--- src/rtl/mem_arbiter.sv ---
// Arbitrates the instruction-fetch and load/store ports onto one single-port memory.
// Latency: grant is combinational in the request cycle; the response arrives on the next cycle.
// Backpressure: a requester without a grant holds its request; a starvation counter bounds fetch wait.
module mem_arbiter #(
  parameter int ADDR_W       = 14,
  parameter int STARVE_LIMIT = 4
) (
  input  logic              i_clk,
  input  logic              i_rst,
  input  logic              i_if_req,
  input  logic [ADDR_W-1:0] i_if_addr,
  output logic              o_if_gnt,
  output logic              o_if_rvalid,
  output logic [31:0]       o_if_rdata,
  output logic              o_if_err,
  input  logic              i_d_req,
  input  logic              i_d_we,
  input  logic [ADDR_W-1:0] i_d_addr,
  input  logic [31:0]       i_d_wdata,
  input  logic [3:0]        i_d_be,
  output logic              o_d_gnt,
  output logic              o_d_rvalid,
  output logic [31:0]       o_d_rdata,
  output logic              o_d_err,
  output logic              o_mem_read,
  output logic              o_mem_write,
  output logic [ADDR_W-3:0] o_mem_addr,
  output logic [31:0]       o_mem_wdata,
  output logic [3:0]        o_mem_be,
  input  logic [31:0]       i_mem_rdata
);

  localparam logic [3:0] LIMIT = 4'(STARVE_LIMIT);

  logic [3:0] starve_cnt;
  logic       if_win;
  logic       d_win;
  logic       if_bad;
  logic       d_bad;
  logic       if_rvalid_q;
  logic       if_err_q;
  logic       d_rvalid_q;
  logic       d_err_q;
  logic       d_store_q;

  // Pick this cycle's winner and decode the memory command it issues
  always_comb begin
    if_bad      = (i_if_addr[1:0] != 2'b00);
    d_bad       = (i_d_be == 4'b0000) || (i_d_addr[1:0] != 2'b00);
    if_win      = !i_rst && i_if_req && (!i_d_req || (starve_cnt == LIMIT));
    d_win       = !i_rst && i_d_req && !if_win;
    o_mem_read  = (if_win && !if_bad) || (d_win && !d_bad && !i_d_we);
    o_mem_write = d_win && !d_bad && i_d_we;
    o_mem_addr  = if_win ? i_if_addr[ADDR_W-1:2] : i_d_addr[ADDR_W-1:2];
    o_mem_wdata = i_d_wdata;
    o_mem_be    = (d_win && !d_bad && i_d_we) ? i_d_be : 4'b0000;
  end

  assign o_if_gnt = if_win;
  assign o_d_gnt  = d_win;

  // Count consecutive refused fetch cycles; any fetch grant or idle fetch restarts it
  always_ff @(posedge i_clk or posedge i_rst) begin
    if (i_rst) begin
      starve_cnt <= 4'd0;
    end else if (i_if_req && !if_win) begin
      if (starve_cnt != LIMIT) begin
        starve_cnt <= starve_cnt + 4'd1;
      end
    end else begin
      starve_cnt <= 4'd0;
    end
  end

  // Per-port response registers: one-cycle pulse after each grant
  always_ff @(posedge i_clk or posedge i_rst) begin
    if (i_rst) begin
      if_rvalid_q <= 1'b0;
      if_err_q    <= 1'b0;
      d_rvalid_q  <= 1'b0;
      d_err_q     <= 1'b0;
      d_store_q   <= 1'b0;
    end else begin
      if_rvalid_q <= if_win;
      if_err_q    <= if_win && if_bad;
      d_rvalid_q  <= d_win;
      d_err_q     <= d_win && d_bad;
      d_store_q   <= d_win && i_d_we;
    end
  end

  // Memory read data reaches a port only on a successful read response
  always_comb begin
    o_if_rvalid = if_rvalid_q;
    o_if_err    = if_err_q;
    o_d_rvalid  = d_rvalid_q;
    o_d_err     = d_err_q;
    o_if_rdata  = (if_rvalid_q && !if_err_q) ? i_mem_rdata : 32'h0;
    o_d_rdata   = (d_rvalid_q && !d_err_q && !d_store_q) ? i_mem_rdata : 32'h0;
  end

endmodule

--- config.mk ---
export PLATFORM = sky130hd
export DESIGN_NAME = mem_arbiter
export DESIGN_NICKNAME = d
export VERILOG_FILES = /design/src/rtl/mem_arbiter.sv
export SDC_FILE = /design/constraint.sdc
export NUM_CORES = 1
export LEC_CHECK = 0
export CORE_MARGIN = 4
export CORE_UTILIZATION = 22
export CTS_CLUSTER_DIAMETER = 150
export DETAILED_ROUTE_END_ITERATION = 6
export PLACE_DENSITY = 0.87
export RECOVER_POWER = 25
export SLEW_MARGIN = 20
export SYNTH_ARGS = -nofsm -noshare
export SYNTH_HDL_FRONTEND = slang
export SYNTH_SLANG_ARGS = --single-unit
--- constraint.sdc ---
create_clock -name i_clk -period 3.2 [get_ports i_clk]
set_clock_uncertainty 0.15 [all_clocks]
set_input_delay 0.96 -clock i_clk [delete_from_list [all_inputs] [get_ports i_clk]]
set_output_delay 0.96 -clock i_clk [all_outputs]
set_load 0.02 [all_outputs]
==> results of run 1 <==
metal layers:
| metal | track usage | up-vias | part of all wire |
|---|---|---|---|
| li1 | - | 775 | - |
| met1 | 0.1461 | 691 | 0.36 |
| met2 | 0.2601 | 145 | 0.47 |
| met3 | 0.06749 | 4 | 0.16 |
| met4 | 0.04249 | 0 | 0.011 |
| met5 | 0 | - | 0 |
power by group through the flow:
| stage | logic, W | registers, W | clock network (W) |
|---|---|---|---|
| floorplan | 0.000206 | 0.000135 | 0 |
| global placement | 0.000360 | 0.000131 | 0 |
| detailed placement | 0.000367 | 0.000131 | 0 |
| CTS | 0.000366 | 0.000130 | 0.000132 |
| global route | 0.000382 | 0.000131 | 0.000140 |
| finish | 0.000356 | 0.000130 | 0.000129 |
what timing repair did:
| item | 4_1_cts | 5_1_grt |
|---|---|---|
| hold buffers | 0 | 0 |
| gates cloned | 1 | 0 |
| gates resized for setup | 197 | 5 |
| pin swaps | 3 | 1 |
| setup endpoints to repair | 84 | 15 |
| endpoints found under the hold margin | 0 | 0 |
| buffers inserted | 6 | 1 |
registers in the layout, indices dropped and copies added, names as in the netlist:
signal	count
d_store_q	1
o_if_rvalid	1
starve_cnt	4
o_d_rvalid	1
o_if_err	1
o_d_err	1
area by class of cell:
| type | instances | area [µm²] |
|---|---|---|
| Fill cell | 574 | 3044 |
| Timing Repair Buffer | 178 | 1630 |
| Multi-Input combinational cell | 110 | 902.1 |
| Sequential cell | 9 | 225.2 |
| Tap cell | 75 | 93.84 |
| Clock buffer | 4 | 45.04 |
| Inverter | 4 | 15.01 |
worst max path at each step:
stage                           to  cells past startpoint
detailed placement   o_mem_addr[2]                      6
global route            o_mem_read                      5
global placement     o_mem_addr[0]                      6
floorplan           o_mem_addr[10]                      4
finish                  o_mem_read                      5
CTS                     o_mem_read                      5
through the flow:
stage | total power (W) | setup slack, ns | setup TNS [ns] | std cells
5_1_grt | 0.0006526 | -0.01544 | -0.01544 | 380
4_1_cts | 0.0006279 | 0.004740 | 0 | 381
6_report | 0.0006140 | 0.03826 | 0 | 380
2_1_floorplan | 0.0003414 | 0.1795 | 0 | 162
3_3_place_gp | 0.0004913 | -0.6784 | -16.12 | 371
3_5_place_dp | 0.0004983 | -0.7106 | -17.28 | 371
logic make-up after synthesis:
group,after synthesis,synth area share
compound gates,4,0.03148
xor+xnor,2,0.01297
fa+ha+maj,2,0.01852
buf+inv,43,0.2204
flops,9,0.1667
mux,15,0.1343
simple gates,87,0.4157
cells in the final DEF, fill, tap and decap left out, types with 2 or more instances in the layout:
cell / synthesis / final
nor3b_1: 5 / 4
nor2_1: 4 / 3
dfrtp_1: 9 / 9
mux2i_1: 2 / 2
dlygate4sd2_1: 0 / 71
inv_1: 4 / 3
buf_4: 32 / 20
nor2b_1: 2 / 2
clkdlybuf4s50_1: 0 / 62
clkbuf_8: 0 / 3
ha_1: 2 / 2
and3_1: 4 / 3
and2_1: 64 / 64
buf_2: 0 / 6
buf_6: 0 / 14
and3b_1: 1 / 2
clkbuf_1: 6 / 3
mux2_2: 9 / 2
mux2_4: 4 / 11
cell usage after synthesis:
cell type  instances
a211oi_2           1
a21oi_1            1
a21oi_4            1
and2_1            64
and3_1             4
and3b_1            1
and3b_2            1
buf_12             1
buf_4             32
clkbuf_1           6
dfrtp_1            9
ha_1               2
inv_1              4
mux2_2             9
mux2_4             4
mux2i_1            2
nand2b_1           2
nand3_1            1
nand3b_4           1
nor2_1             4
nor2b_1            2
nor3b_1            5
nor4_1             1
nor4b_1            1
o31a_1             1
xnor2_1            1
xor2_1             1
critical path: stages:
cell and delay, ns:
dlygate4sd2_1 0.27, nor4_4 0.31, nor4b_2 0.08, mux2_2 0.27, buf_4 0.16
==> flow_summary.json, run 1 <==
{
  "status": "complete, no violations",
  "stdcell_area_mm2": 0.002912,
  "viasPerCell": 4.250,
  "finalWirelength_um": 5560,
  "n_antenna_cell": 0,
  "switching_share": 0.3374,
  "crit_fanout": 2,
  "cts.sinks": 9,
  "post-route-min-period_ns": 3.162,
  "cts_root_buf": "clkbuf_8",
  "drt_iter0_markers": 8,
  "grt_max_degree": 33,
  "ioPinCount": 221,
  "synth_area_mm2": 0.001351,
  "grt_usage": 0.1436,
  "worstPathArrival_ns": 2.05,
  "yosys.area.top_type": "and2_1",
  "r2r_cells": 7,
  "cap_viol_max_count": 0,
  "ys_warn_count": 0,
  "initial_core_util": 0.2269,
  "leakagePower_nw": 1.606,
  "synthesis.nets": 265,
  "cts.reportedPaths.clkPinSlew_ns": 0.04,
  "die_x_um": 86.37,
  "die_y_um": 86.37,
  "placed_cell_area_mm2": 0.002869,
  "drtAntennaViolNets": 0,
  "clockBufferDepth": 2,
  "final_core_util": 0.4889,
  "synth_top_area_share": 0.2963,
  "hold_depth": 2,
  "synth.avg_cell_area_um2": 8.341,
  "rsz0062_at_grt": "true",
  "combPwrFrac": 0.579,
  "hp-class": "flop to flop",
  "area_growth_pct": 115.5,
  "synth.area.top_cells": "and2_1 30%, buf_4 18%, dfrtp_1 17%",
  "avgRoutedWirePerCell_um": 14.63,
  "fmax_mhz": 316.3,
  "grt_pass1_wl_um": 8500,
  "worst_hold_slack_ns": 0.5049,
  "clock_latency_ns": 0.23,
  "cts_tree": "done",
  "p_int_w": 0.0004069,
  "fin_nets": 409,
  "r2r_end": "o_if_err",
  "worst_ep_required_time_ns": 2.09,
  "vias": 1615,
  "drt-pass1-iter-count": 4,
  "power_frac_clock": 0.209,
  "holdCritStartpoint": "starve_cnt[3]",
  "htree_levels": 1,
  "synthCells": 162,
  "worst_pin_slew_ns": 0.3329,
  "hold_end": "starve_cnt[3]",
  "irDropWorstVdd_mv": 0.1343,
  "finalHoldViolCount": 0,
  "remaining_drc_errors": 0,
  "grt_antenna_before_repair": 0,
  "cp-startpoint": "i_d_be[1]",
  "port_buffers": 156,
  "ys_seq_area_frac": 0.1667,
  "grt_pass1_vias": 1700,
  "finalCritPeriodShare": 0.9880,
  "switchingPower_w": 0.0002071,
  "core_mm2": 0.005956,
  "place_congestion": 0.7541,
  "dp_hpwl_um": 4718,
  "power.density_mw_per_mm2": 210.9,
  "synth.distinct_cells": 27,
  "gr-total-overflow": 0,
  "relSlewSlack": 0.7778,
  "critPathKind": "primary input to output pin",
  "fp-row-count": 28,
  "cts_buffers": 3,
  "setup_violations": 0,
  "r2r_setup_slack_ns": 1.37,
  "die_area_mm2": 0.007460,
  "drive_gt1_frac": 0.2197,
  "end_kind": "output pin",
  "seqPwrFrac": 0.211,
  "slew_violations": 0,
  "start_kind": "primary input",
  "r2r-start": "starve_cnt[0]",
  "ys_ff_latch": 9
}
Power figures use the tool's default switching activity.
==> inputs of run 2 (changes only) <==
--- a/config.mk
+++ b/config.mk
@@ -5,6 +5,7 @@
 export SDC_FILE = /design/constraint.sdc
 export NUM_CORES = 1
 export LEC_CHECK = 0
+export ABC_CLOCK_PERIOD_IN_PS = 3200
 export CORE_MARGIN = 4
 export CORE_UTILIZATION = 22
 export CTS_CLUSTER_DIAMETER = 150
==> results of run 2 <==
The final DEF is identical to that of run 1; final timing and power are the same.
==> inputs of run 3 (changes only) <==
--- a/config.mk
+++ b/config.mk
@@ -6,11 +6,12 @@
 export NUM_CORES = 1
 export LEC_CHECK = 0
 export ABC_CLOCK_PERIOD_IN_PS = 3200
-export CORE_MARGIN = 4
-export CORE_UTILIZATION = 22
+export CORE_AREA = 4 4 84 86
+export CTS_BUF_LIST = sky130_fd_sc_hd__clkbuf_8
 export CTS_CLUSTER_DIAMETER = 150
 export DETAILED_ROUTE_END_ITERATION = 6
-export PLACE_DENSITY = 0.87
+export DIE_AREA = 0 0 88 90
+export PLACE_DENSITY = 0.85
 export RECOVER_POWER = 25
 export SLEW_MARGIN = 20
 export SYNTH_ARGS = -nofsm -noshare
==> constraint.sdc (replaced) <==
create_clock -name i_clk -period 3.2 [get_ports i_clk]
set_clock_uncertainty 0.15 [all_clocks]
set_input_delay 0.96 -clock i_clk [delete_from_list [all_inputs] [get_ports i_clk]]
set_output_delay 0.96 -clock i_clk [all_outputs]
set_load 0.01 [all_outputs]
==> flow_summary.json, run 3 (same netlist as run 1, synthesis figures left out) <==
{
  "numPlacedInstances": 370,
  "r2r_cells": 7,
  "fmax_mhz": 315.4,
  "start_kind": "primary input",
  "slew_violations": 0,
  "relSlewSlack": 0.7604,
  "grt_usage": 0.1248,
  "rsz0062_at_grt": "true",
  "largest_reg_flops": 4,
  "r2r_end": "o_if_err",
  "cts_tree": "done",
  "crit_fanout": 2,
  "drtAntennaViolNets": 0,
  "irDropWorstVdd_mv": 0.1637,
  "worstPathArrival_ns": 2.06,
  "ioPinCount": 221,
  "finalCritPeriodShare": 0.9908,
  "port_buffers": 156,
  "top_register": "starve_cnt",
  "cts.sinks": 9,
  "die_y_um": 90,
  "cap_viol_max_count": 0,
  "drt_iter0_markers": 11,
  "clockBufferDepth": 2,
  "die_area_mm2": 0.007920,
  "status": "complete, no violations",
  "htree_levels": 1,
  "leakagePower_nw": 2.086,
  "worst_hold_slack_ns": 0.4894,
  "fin_nets": 407,
  "grt_antenna_before_repair": 0,
  "clock_latency_ns": 0.23,
  "final_core_util": 0.4838,
  "hp-class": "flop to flop",
  "worst_ep_required_time_ns": 2.09,
  "cts_root_buf": "clkbuf_8",
  "cp-startpoint": "i_mem_rdata[3]",
  "gr-total-overflow": 0,
  "grt_max_degree": 33,
  "post-route-min-period_ns": 3.171,
  "dp_hpwl_um": 4435,
  "r2r-start": "starve_cnt[0]",
  "vias": 1596,
  "worst_pin_slew_ns": 0.3590,
  "power.density_mw_per_mm2": 191.0,
  "finalHoldViolCount": 0,
  "viasPerCell": 4.200,
  "area_growth_pct": 124.7,
  "r2r_setup_slack_ns": 1.41,
  "cts.reportedPaths.clkPinSlew_ns": 0.04,
  "cts_buffers": 3,
  "remaining_drc_errors": 0,
  "n_antenna_cell": 0,
  "end_kind": "output pin",
  "hold_buffers": 0,
  "place_congestion": 0.7343,
  "avgRoutedWirePerCell_um": 14.28,
  "critPathKind": "primary input to output pin",
  "grt_pass1_wl_um": 8004,
  "mostFrequentLayoutCells": "64 x and2_1, 64 x clkdlybuf4s50_1, 39 x dlymetal6s2s_1, 29 x dlygate4sd2_1, 16 x buf_6",
  "core_mm2": 0.006277,
  "grt_pass1_vias": 1660,
  "initial_core_util": 0.2153,
  "finalWirelength_um": 5427,
  "setup_violations": 0,
  "drt-pass1-iter-count": 4,
  "die_x_um": 88,
  "fp-row-count": 29,
  "drive_gt1_frac": 0.2178,
  "fin_cells": 380,
  "crit_path_end": "o_d_rdata[3]"
}
run 3: layout make-up:
| class | count | area [µm²] |
|---|---|---|
| Inverter | 4 | 15.01 |
| Sequential cell | 9 | 225.2 |
| Fill cell | 575 | 3241 |
| Multi-Input combinational cell | 110 | 892.1 |
| Clock inverter | 1 | 3.754 |
| Timing Repair Buffer | 176 | 1763 |
| Tap cell | 77 | 96.34 |
| Clock buffer | 3 | 41.29 |
run 3: metrics by stage:
stage	total power, W	TNS (ns)	area (µm²)	setup WS [ns]
6_report	0.0005800	0	3037	0.02939
5_1_grt	0.0006189	-0.002335	3037	-0.002335
4_1_cts	0.0006028	0	3010	0.0009701
3_5_place_dp	0.0004536	-11.84	2849	-0.6123
3_3_place_gp	0.0004477	-11.41	2849	-0.6037
2_1_floorplan	0.0002879	0	1351	0.2126
run 3: worst min-delay path by stage:
| stage | start | end | slack (ns) | cells after the start |
|---|---|---|---|---|
| after detailed placement | starve_cnt[1] | starve_cnt[1] | 0.49 | 2 |
| after global routing | starve_cnt[1] | starve_cnt[1] | 0.54 | 2 |
| final | starve_cnt[1] | starve_cnt[1] | 0.49 | 2 |
| after global placement | starve_cnt[1] | starve_cnt[1] | 0.48 | 2 |
| after floorplan | starve_cnt[3] | starve_cnt[3] | 0.45 | 2 |
| after CTS | starve_cnt[1] | starve_cnt[1] | 0.49 | 2 |
run 3: critical path: stages:
cell and delay (ns):
clkdlybuf4s50_1 0.46, and2_1 0.11, clkdlybuf4s50_1 0.53
run 3: power by group:
group / switching, W / internal [W] / leakage, nW / total, W
logic: 0.000117 / 0.000201 / 1.94 / 0.000318
clock network: 0.0000466 / 0.0000837 / 0.0269 / 0.000130
registers: 0.00000848 / 0.000123 / 0.120 / 0.000132
run 3: per-layer routing:
metal	share of wire	vias to the layer above	track usage
li1	-	770	-
met1	0.33	689	0.1339
met2	0.49	130	0.2129
met3	0.16	7	0.06581
met4	0.0085	0	0.02941
met5	0	-	0
run 3: timing repair:
item                                   4_1_cts  5_1_grt
gates resized for setup                    146       45
pin swaps                                    3        1
buffers inserted                             7        0
gates cloned                                 1        0
endpoints found under the hold margin        0        0
setup endpoints to repair                   45       52
